<file path="src/rtl/mem_stage_if.sv">
// mem_stage_if -- data-memory request bus between the MEM pipeline stage and
// the data memory.
//
// Signals:
//   dmem_req    master->slave  request outstanding
//   dmem_we     master->slave  request is a store (only meaningful with dmem_req)
//   dmem_addr   master->slave  word address / effective address
//   dmem_wdata  master->slave  store data
//   dmem_ack    slave->master  memory completes the request this cycle
//   dmem_rdata  slave->master  load data, valid while dmem_ack is high
//
// Handshake: the master raises dmem_req with address, data and write-enable
// and holds all of them stable until the cycle in which the slave drives
// dmem_ack high; that cycle completes the transfer (read data is taken from
// dmem_rdata in the same cycle) and dmem_req drops at the following edge.
// The master may also withdraw a request that is never acknowledged
// (timeout or reset). An ack while dmem_req is low has no meaning.
interface mem_stage_if;
    logic        dmem_req;
    logic        dmem_we;
    logic [31:0] dmem_addr;
    logic [31:0] dmem_wdata;
    logic        dmem_ack;
    logic [31:0] dmem_rdata;

    modport master (
        output dmem_req,
        output dmem_we,
        output dmem_addr,
        output dmem_wdata,
        input  dmem_ack,
        input  dmem_rdata
    );

    modport slave (
        input  dmem_req,
        input  dmem_we,
        input  dmem_addr,
        input  dmem_wdata,
        output dmem_ack,
        output dmem_rdata
    );
endinterface

</file>
<file path="src/rtl/mem_stage.sv">
// mem_stage -- MEM pipeline stage with a variable-latency data-memory port.
//
// A load or store in the EX/MEM register stalls the upstream pipeline while a
// request is outstanding on the data-memory bus. Non-memory instructions pass
// to MEM/WB with one cycle of latency. A request that is not acknowledged
// within TIMEOUT wait cycles is aborted: the instruction retires without a
// register write and bus_err pulses.
//
// Parameter:
//   TIMEOUT        maximum WAIT cycles without ack before abort (2..255)
//
// Build option:
//   MEM_ALIGN_CHECK_EN  when defined, a memory op whose address has nonzero
//                       bits [1:0] issues no request, retires at once without
//                       a register write, and pulses align_err. When undefined
//                       the address is passed through and align_err is 0.
//
// Ports:
//   clk, rst                 clock, synchronous active-high reset
//   ex_*                     EX/MEM register contents (held upstream while stalled)
//   mem_stall                upstream hold request (combinational)
//   dmem                     data-memory bus (master side)
//   wb_valid, wb_reg_write   MEM/WB valid and register-file write enable
//   wb_rd, wb_data           MEM/WB destination and data
//   bus_err, align_err       one-cycle error pulses, aligned with the retiring wb
//   dbgState                 FSM state (0 = IDLE, 1 = WAIT)
module mem_stage #(
    parameter int TIMEOUT = 16
) (
    input  logic               clk,
    input  logic               rst,

    input  logic               ex_valid,
    input  logic               ex_mem_read,
    input  logic               ex_mem_write,
    input  logic               ex_reg_write,
    input  logic               ex_mem_to_reg,
    input  logic [31:0]        ex_alu_result,
    input  logic [31:0]        ex_write_data,
    input  logic [4:0]         ex_rd,

    output logic               mem_stall,

    mem_stage_if.master        dmem,

    output logic               wb_valid,
    output logic               wb_reg_write,
    output logic [4:0]         wb_rd,
    output logic [31:0]        wb_data,
    output logic               bus_err,
    output logic               align_err,

    output logic               dbgState
);

    typedef enum logic {
        IDLE = 1'b0,
        WAIT = 1'b1
    } state_t;

    // Counter value of the last WAIT cycle allowed before abort.
    localparam logic [7:0] lastWait = 8'(TIMEOUT - 1);

    state_t     state;
    state_t     stateNext;
    logic [7:0] waitCnt;

    logic memop;
    logic misaligned;
    logic ackHit;
    logic timeoutHit;

    assign memop = ex_valid & (ex_mem_read | ex_mem_write);

`ifdef MEM_ALIGN_CHECK_EN
    assign misaligned = memop & (ex_alu_result[1:0] != 2'b00);
`else
    assign misaligned = 1'b0;
`endif

    // An ack arriving on the last allowed cycle wins over the timeout.
    assign ackHit     = (state == WAIT) & dmem.dmem_ack;
    assign timeoutHit = (state == WAIT) & ~dmem.dmem_ack & (waitCnt == lastWait);

    assign dbgState = (state == WAIT);

    // ---------------------------------------------------------------- state
    always_ff @(posedge clk) begin
        if (rst) begin
            state <= IDLE;
        end else begin
            state <= stateNext;
        end
    end

    // ----------------------------------------------------------- next state
    always_comb begin
        stateNext = state;
        if (state == IDLE) begin
            if (memop && !misaligned) begin
                stateNext = WAIT;
            end
        end else begin
            if (ackHit || timeoutHit) begin
                stateNext = IDLE;
            end
        end
    end

    // -------------------------------------------------------------- outputs
    // The stall drops in the completing cycle (ack or abort) so that the
    // upstream advances on the same edge that retires the instruction.
    always_comb begin
        mem_stall = 1'b0;
        if (!rst) begin
            if (state == IDLE) begin
                mem_stall = memop & ~misaligned;
            end else begin
                mem_stall = ~dmem.dmem_ack & ~timeoutHit;
            end
        end
    end

    // ---------------------------------------------------------- wait counter
    always_ff @(posedge clk) begin
        if (rst || state == IDLE) begin
            waitCnt <= 8'd0;
        end else if (!dmem.dmem_ack) begin
            waitCnt <= waitCnt + 8'd1;
        end
    end

    // -------------------------------------------- request and MEM/WB registers
    always_ff @(posedge clk) begin
        if (rst) begin
            dmem.dmem_req   <= 1'b0;
            dmem.dmem_we    <= 1'b0;
            dmem.dmem_addr  <= 32'd0;
            dmem.dmem_wdata <= 32'd0;
            wb_valid        <= 1'b0;
            wb_reg_write    <= 1'b0;
            wb_rd           <= 5'd0;
            wb_data         <= 32'd0;
            bus_err         <= 1'b0;
            align_err       <= 1'b0;
        end else begin
            bus_err   <= 1'b0;
            align_err <= 1'b0;
            if (state == IDLE) begin
                if (memop && !misaligned) begin
                    dmem.dmem_req   <= 1'b1;
                    dmem.dmem_we    <= ex_mem_write;
                    dmem.dmem_addr  <= ex_alu_result;
                    dmem.dmem_wdata <= ex_write_data;
                    wb_valid        <= 1'b0;
                    wb_reg_write    <= 1'b0;
                end else if (misaligned) begin
                    wb_valid     <= 1'b1;
                    wb_reg_write <= 1'b0;
                    wb_rd        <= ex_rd;
                    wb_data      <= ex_alu_result;
                    align_err    <= 1'b1;
                end else begin
                    wb_valid     <= ex_valid;
                    wb_reg_write <= ex_valid & ex_reg_write;
                    wb_rd        <= ex_rd;
                    wb_data      <= ex_alu_result;
                end
            end else begin
                if (ackHit) begin
                    dmem.dmem_req <= 1'b0;
                    dmem.dmem_we  <= 1'b0;
                    wb_valid      <= 1'b1;
                    wb_reg_write  <= ex_reg_write;
                    wb_rd         <= ex_rd;
                    wb_data       <= ex_mem_to_reg ? dmem.dmem_rdata : ex_alu_result;
                end else if (timeoutHit) begin
                    dmem.dmem_req <= 1'b0;
                    dmem.dmem_we  <= 1'b0;
                    wb_valid      <= 1'b1;
                    wb_reg_write  <= 1'b0;
                    wb_rd         <= ex_rd;
                    wb_data       <= ex_alu_result;
                    bus_err       <= 1'b1;
                end else begin
                    wb_valid     <= 1'b0;
                    wb_reg_write <= 1'b0;
                end
            end
        end
    end

endmodule
</file>
<file path="src/flat_wrapper.sv">
// flat-port wrapper written by rule: the top's interface ports become plain ports
module mem_stage_flat 
#(
    parameter int TIMEOUT = 16
)
  (clk, rst, ex_valid, ex_mem_read, ex_mem_write, ex_reg_write, ex_mem_to_reg, ex_alu_result, ex_write_data, ex_rd, mem_stall, wb_valid, wb_reg_write, wb_rd, wb_data, bus_err, align_err, dbgState, dmem_dmem_req, dmem_dmem_we, dmem_dmem_addr, dmem_dmem_wdata, dmem_dmem_ack, dmem_dmem_rdata);
  mem_stage_if dmem_i ();
  input  logic clk;
  input  logic rst;
  input  logic ex_valid;
  input  logic ex_mem_read;
  input  logic ex_mem_write;
  input  logic ex_reg_write;
  input  logic ex_mem_to_reg;
  input  logic [31:0] ex_alu_result;
  input  logic [31:0] ex_write_data;
  input  logic [4:0] ex_rd;
  output logic mem_stall;
  output logic wb_valid;
  output logic wb_reg_write;
  output logic [4:0] wb_rd;
  output logic [31:0] wb_data;
  output logic bus_err;
  output logic align_err;
  output logic dbgState;
  output wire logic [$bits(dmem_i.dmem_req)-1:0] dmem_dmem_req;
  output wire logic [$bits(dmem_i.dmem_we)-1:0] dmem_dmem_we;
  output wire logic [$bits(dmem_i.dmem_addr)-1:0] dmem_dmem_addr;
  output wire logic [$bits(dmem_i.dmem_wdata)-1:0] dmem_dmem_wdata;
  input wire logic [$bits(dmem_i.dmem_ack)-1:0] dmem_dmem_ack;
  input wire logic [$bits(dmem_i.dmem_rdata)-1:0] dmem_dmem_rdata;
  assign dmem_dmem_req = dmem_i.dmem_req;
  assign dmem_dmem_we = dmem_i.dmem_we;
  assign dmem_dmem_addr = dmem_i.dmem_addr;
  assign dmem_dmem_wdata = dmem_i.dmem_wdata;
  assign dmem_i.dmem_ack = dmem_dmem_ack;
  assign dmem_i.dmem_rdata = dmem_dmem_rdata;
  mem_stage #(.TIMEOUT(TIMEOUT)) u_core (.clk(clk), .rst(rst), .ex_valid(ex_valid), .ex_mem_read(ex_mem_read), .ex_mem_write(ex_mem_write), .ex_reg_write(ex_reg_write), .ex_mem_to_reg(ex_mem_to_reg), .ex_alu_result(ex_alu_result), .ex_write_data(ex_write_data), .ex_rd(ex_rd), .mem_stall(mem_stall), .dmem(dmem_i), .wb_valid(wb_valid), .wb_reg_write(wb_reg_write), .wb_rd(wb_rd), .wb_data(wb_data), .bus_err(bus_err), .align_err(align_err), .dbgState(dbgState));
endmodule
</file>
<file path="config.mk">
export PLATFORM = sky130hd
export DESIGN_NAME = mem_stage_flat
export DESIGN_NICKNAME = d
export VERILOG_FILES = /design/src/rtl/mem_stage_if.sv /design/src/rtl/mem_stage.sv /design/src/flat_wrapper.sv
export SDC_FILE = /design/constraint.sdc
export NUM_CORES = 1
export LEC_CHECK = 0
export BUFFER_PORTS_ARGS = -buffer_cell sky130_fd_sc_hd__buf_2
export CAP_MARGIN = 20
export CORE_ASPECT_RATIO = 1.75
export CORE_MARGIN = 2
export CORE_UTILIZATION = 40
export CTS_BUF_LIST = sky130_fd_sc_hd__clkbuf_8
export DETAILED_ROUTE_END_ITERATION = 8
export PLACE_DENSITY = 0.75
export SKIP_LAST_GASP = 1
export SLEW_MARGIN = 15
export SYNTH_ARGS = -nofsm -noshare
export SYNTH_HDL_FRONTEND = slang
export SYNTH_SLANG_ARGS = --single-unit
</file>
<file path="constraint.sdc">
create_clock -name clk -period 4.58 [get_ports clk]
set_input_delay 0.458 -clock clk [delete_from_list [all_inputs] [get_ports clk]]
set_output_delay 0.458 -clock clk [all_outputs]
set_load 0.03 [all_outputs]
</file>
==> results of run 1 <==
==> metrics by stage <==
step	worst slack [ns]	utilization
finish	1.12	0.543
global route	0.903	0.543
CTS	1.03	0.539
detailed placement	1.52	0.506
global placement	1.60	0.506
floorplan	2.33	-
==> cell families (layout without fill, tap and decap cells) <==
group | count (synthesis) | count (layout) | share of synthesized area
other | 1 | 1 | 0.000840
multiplexers | 38 | 38 | 0.0852
XOR/XNOR | 7 | 7 | 0.0137
AND/OR/NAND/NOR | 172 | 172 | 0.164
adder cells (fa/ha/maj) | 1 | 1 | 0.00280
flip-flops | 115 | 115 | 0.516
buffers and inverters | 42 | 251 | 0.0437
AO/OA/AOI/OAI | 136 | 136 | 0.174
==> routing by layer <==
| metal | track usage | vias up | wire (um) |
|---|---|---|---|
| met5 | 0 | - | 0 |
| met4 | 0.120 | 0 | 417 |
| met3 | 0.0482 | 33 | 699 |
| met2 | 0.348 | 161 | 6560 |
| met1 | 0.209 | 1985 | 4640 |
| li1 | - | 2138 | - |
==> final timing paths <==
| path | startpoint | to | slack [ns] | cells past startpoint |
|---|---|---|---|---|
| worst max-delay path | u_core.waitCnt[0]$_SDFFE_PP0N_ | mem_stall | 1.12 | 6 |
| worst min-delay path | ex_write_data[23] | u_core.dmem.dmem_wdata[23]$_SDFFE_PP0P_ | 0.27 | 3 |
| worst max register to register | u_core.waitCnt[0]$_SDFFE_PP0N_ | u_core.wb_rd[2]$_SDFFE_PP0P_ | 1.97 | 5 |
| worst min register to register | u_core.dmem.dmem_wdata[10]$_SDFFE_PP0P_ | u_core.dmem.dmem_wdata[10]$_SDFFE_PP0P_ | 0.45 | 2 |
==> flip-flops by register name, summed over array words and instances (netlist names) <==
signal / cells
u_core.dmem.dmem_we: 1
u_core.wb_rd: 5
u_core.waitCnt: 8
u_core.dbgState: 1
u_core.wb_data: 32
u_core.dmem.dmem_req: 1
u_core.dmem.dmem_addr: 32
u_core.dmem.dmem_wdata: 32
u_core.wb_valid: 1
u_core.wb_reg_write: 1
u_core.bus_err: 1
==> cells in the mapped netlist, types with 2 or more instances <==
cell	instances	area, um^2
xor2_1	5	43.8
nand3b_1	3	22.5
o21ai_0	2	10.0
nor2_1	12	45.0
buf_6	2	22.5
a21oi_1	98	490
mux2i_1	38	380
xnor2_1	2	17.5
nand3_1	5	25.0
clkbuf_1	28	105
buf_4	4	30.0
nor2b_1	4	25.0
a211oi_1	32	240
nand2b_1	13	81.3
nand2_1	130	488
dfxtp_1	115	2300
buf_1	2	7.51
buf_2	6	30.0
==> final cells by class <==
cell class / count / area (um^2)
fillers: 1038 / 5020
flip-flops and latches: 115 / 2300
multi-input cells: 355 / 1990
repair buffers: 220 / 1140
clock buffers: 22 / 303
well taps: 132 / 165
clock inverters: 9 / 56.3
==> cell usage in the layout, fill, tap and decap left out <==
cell	instances
xnor2_1	2
nor2_1	12
or4b_4	1
a211oi_1	32
mux2i_1	38
clkinvlp_4	5
nor2b_4	1
nand3_2	1
inv_1	1
a21oi_1	98
o21ai_4	2
o21ai_0	2
ha_1	1
and2_4	1
buf_2	215
clkinv_2	3
clkbuf_8	22
conb_1	1
nand3b_1	3
buf_4	3
buf_12	2
nand2_1	130
and4b_1	1
and3_1	1
nor2b_1	3
nand2b_1	13
nor4_1	1
o22ai_1	1
o21a_1	1
nand3_1	4
xor2_1	5
dfxtp_1	115
==> where the power goes <==
| group | internal (mW) | switching [mW] | leakage, nW |
|---|---|---|---|
| clock network | 0.437 | 0.392 | 0.176 |
| registers | 1.07 | 0.0355 | 0.946 |
| logic | 0.145 | 0.302 | 1.82 |
| total | 1.65 | 0.730 | 2.94 |
==> tightest hold or removal path, cell delays in order <==
cell     delay, ns
buf_2         0.10
nand2_1       0.05
a21oi_1       0.05
==> metrics.cfg, run 1 <==
[run_status]
status = finished, final reports clean

[global_routing]
grt_first_pass_wirelength_um = 18900
antenna_found_initial = 0
grt_usage = 0.197
grt-ovfl-total = 0
grt_pass1_vias = 4087
grt_max_degree = 116

[sta]
tns_ns = 0
fin_crit_sh = 0.755
timing.final.crit_period_ns = 3.46
drv_slew = 0
final-setup-viol-count = 0
whs_ns = 0.272
final-hold-violation-count = 0
rsz0062_at_grt = no
relSlewSlack = 0.332
fmax_mhz = 289
finClkSkew_ns = 0.0116
tightest_slew_ns = 1.00

[floorplanning]
start_util = 0.407
pin_count = 218
placementRows = 51
coreArea_mm2 = 0.0110
dieWidth_um = 83.9
die-area_mm2 = 0.0121
die_h_um = 144

[layout]
diodes = 0
drive_gt1_frac = 0.355
nets = 819
design_area_mm2 = 0.00595
area_delta_synth_final_pct = 33.4
final_cells = 853

[cts]
htreeDepth = 4
clk_latency_ns = 0.42
cts_tree = yes
cts-resized-gates = 0
clk_path_buf_depth = 2
cts_sinks = 115
numCtsBuffers = 17
clkSlewWorstSetupHoldPaths_ns = 0.07
cts_hold_buf = 0
cts_setup_buffers = 0
cts-root-buf = clkbuf_8

[setup_path]
end_kind = output port
max_stage_delay_ns = 0.67
cpMaxStageDelayCell = o21ai_4
cp-start-kind = flip-flop
worstSetupPathType = reg2out
cpLargestDelayFamily = simple AND/OR/NAND/NOR gates
crit_arrival_ns = 3.00
cp.buffers_inverters = 1
path_cells = ha_1 -> or4b_4 -> o21ai_4 -> and2_4 -> nor2_1 -> buf_2
crit_fanout = 39
critPathRequiredTime_ns = 4.12

[synthesis]
syn-num-nets = 622
synth-main-ff-cell = dfxtp_1
synth-edff-count = 0
synth.avg_cell_area_um2 = 8.72
yosysSeqAreaShare = 0.516
synthArstFlopShare = 0
synth_cell_types = 29
synth_warnings = 0
synth_seq_cells = 115
synthCells = 512
syn_area_mm2 = 0.00446

[routing]
drcViolationCount = 0
wl_per_cell_um = 14.4
dr.pass1.iters = 4
vias = 4317
avgViaCountPerCell = 5.06
antenna_left = 0
wl_um = 12300
first_iter_violations = 137

[placement]
dp_hpwl_um = 8660
numPlacedInstances = 820
io_buffer_count = 216
dpl_cell_area_mm2 = 0.00556
gp_congestion = 0.799

[pwr]
ir_drop_uv = 236
p_per_area_mw_per_mm2 = 400
total_power_mw = 2.38
total_leakage_power_nw = 2.94

[run]
drv_cap = 0

[worst_hold_path]
worst_hold_path_type = in2reg

Power figures use the tool's default switching activity.
==> run 2, diff against run 1 <==
Settings changed: PLACE_DENSITY 0.75 to 0.78.
Clock period 4.58 ns to 3 ns, I/O delays scaled along.
==> run 2 against run 1 <==
- routed wire length increased by 5.2%
- critical path type unchanged
- critical path depth stayed put
- register-to-register slack lost 1.1 ns
- global-route usage up 0.88 points
- sequential power up 53%
- highest routed layer unchanged
- first-iteration DRC count up 4.4%
==> metrics.cfg, run 2 (synthesized netlist as in run 1, its figures left out) <==
[worst_hold_path]
whs_path_depth = 3  ; unchanged
worst_hold_path_type = in2reg

[layout]
area_delta_synth_final_pct = 34.1
drive_gt1_frac = 0.360  ; +0.00494
nets = 824  ; +0.61%
final_cell_mix = buf_2, nand2_1, dfxtp_1
design_area_mm2 = 0.00598  ; +0.50%
mostFrequentLayoutCell = buf_2
biggestRegsByFlops = u_core.dmem.dmem_addr (32), u_core.dmem.dmem_wdata (32), u_core.wb_data (32)

[run_status]
status = finished, final reports clean

[routing]
avgViaCountPerCell = 5.18  ; +2.4%
wl_um = 13000  ; +5.2%
antenna_left = 0  ; unchanged
wl_per_cell_um = 15.1  ; +4.6%
first_iter_violations = 143  ; +4.4%
vias = 4445  ; +3.0%
dr.pass1.iters = 4  ; unchanged
drcViolationCount = 0  ; unchanged

[pwr]
p_per_area_mw_per_mm2 = 625  ; +56%
ir_drop_uv = 463  ; +97%
total_leakage_power_nw = 2.96  ; +0.86%
total_power_mw = 3.74  ; +57%

[sta]
whs_ns = 0.123  ; -0.149 ns
rsz0062_at_grt = no
timing.final.crit_period_ns = 2.47
layout_setup_ws_ns = 0.530  ; -0.592 ns
relSlewSlack = 0.595  ; +0.262
fmax_mhz = 405
tns_ns = 0  ; unchanged
drv_slew = 0  ; unchanged
finClkSkew_ns = 0.00976  ; -0.00186 ns
tightest_slew_ns = 0.607  ; -0.395 ns
final-setup-viol-count = 0  ; unchanged
fin_crit_sh = 0.823
final-hold-violation-count = 0  ; unchanged

[cts]
cts_hold_buf = 0  ; unchanged
numCtsBuffers = 17  ; unchanged
clk_path_buf_depth = 2  ; unchanged
htreeDepth = 4  ; unchanged
cts-root-buf = clkbuf_8
cts_sinks = 115  ; unchanged
clk_latency_ns = 0.41  ; about the same
clkSlewWorstSetupHoldPaths_ns = 0.07  ; about the same
cts_setup_buffers = 0  ; unchanged
cts-resized-gates = 0  ; unchanged
cts_tree = yes

[setup_path]
rr_worst_depth = 6  ; +1
crit_arrival_ns = 2.17  ; -0.83 ns
crit_fanout = 17  ; -56%
end_kind = output port
worstSetupPathType = reg2out
cp-start-kind = flip-flop
critPathRequiredTime_ns = 2.70  ; -1.42 ns

[global_routing]
grt-ovfl-total = 0  ; unchanged
grt_usage = 0.205  ; +0.00877
grt_first_pass_wirelength_um = 19900  ; +5.2%
antenna_found_initial = 1  ; +1
grt_max_degree = 59  ; -49%
grt_pass1_vias = 4205  ; +2.9%

[floorplanning]
die_h_um = 144  ; unchanged
dieWidth_um = 83.9  ; unchanged
die-area_mm2 = 0.0121  ; unchanged
start_util = 0.407  ; unchanged
coreArea_mm2 = 0.0110  ; unchanged
placementRows = 51  ; unchanged
pin_count = 218  ; unchanged

[placement]
pre_cts_ws_ns = 0.918  ; -0.604 ns
dp_hpwl_um = 9390  ; +8.5%
dpl_cell_area_mm2 = 0.00561  ; +0.95%
gp_congestion = 0.799  ; about the same
io_buffer_count = 216  ; unchanged

[run]
drv_cap = 0  ; unchanged

run 2: cell count changes in the layout (fill, tap and decap cells not counted), sizes merged:
cell      change
clkbuf        -3
buf           +5
clkinvlp      -2
diode         +1
bufinv        +2
clkinv        +3
inv           -1
run 2: critical path: stages, from the launching register on:
cell	delay [ns]
dfxtp_1	0.38
ha_1	0.17
or4b_4	0.50
o21ai_4	0.18
and2_4	0.30
nor2_1	0.06
buf_2	0.18
run 2: routing by layer:
layer / GRT usage / vias up / part of all wire
met2: 0.368 / 201 / 0.53
met4: 0.117 / 0 / 0.043
met3: 0.0517 / 48 / 0.055
met1: 0.217 / 2045 / 0.37
li1: - / 2151 / -
met5: 0 / - / 0
run 2: path summary, 6_finish.rpt:
path	from	to	slack, ns
max reg2reg	u_core.waitCnt[0]$_SDFFE_PP0N_	u_core.wb_data[10]$_SDFFE_PP0P_	0.89
min	ex_write_data[19]	u_core.dmem.dmem_wdata[19]$_SDFFE_PP0P_	0.12
min reg2reg	u_core.dmem.dmem_addr[15]$_SDFFE_PP0P_	u_core.dmem.dmem_addr[15]$_SDFFE_PP0P_	0.45
max	u_core.waitCnt[0]$_SDFFE_PP0N_	mem_stall	0.53
run 2: final cells by class:
| type | count | area, um^2 |
|---|---|---|
| fill | 1047 | 4990 |
| antenna | 1 | 2.50 |
| multi-input combinational | 355 | 1990 |
| tap | 132 | 165 |
| clock buffer | 19 | 262 |
| timing repair buffer | 225 | 1150 |
| clock inverter | 11 | 113 |
| sequential | 115 | 2300 |
run 2: where the power goes:
part	internal (mW)	leakage, nW	switching [mW]
registers	1.63	0.946	0.0525
logic	0.224	1.83	0.467
clock network	0.763	0.189	0.603
total	2.62	2.96	1.12
run 2: per-stage QoR:
stage / std cells / utilization
global route: 858 / 0.545
finish: 858 / 0.545
detailed placement: 827 / 0.511
floorplan: 512 / -
CTS: 857 / 0.545
global placement: 827 / 0.511
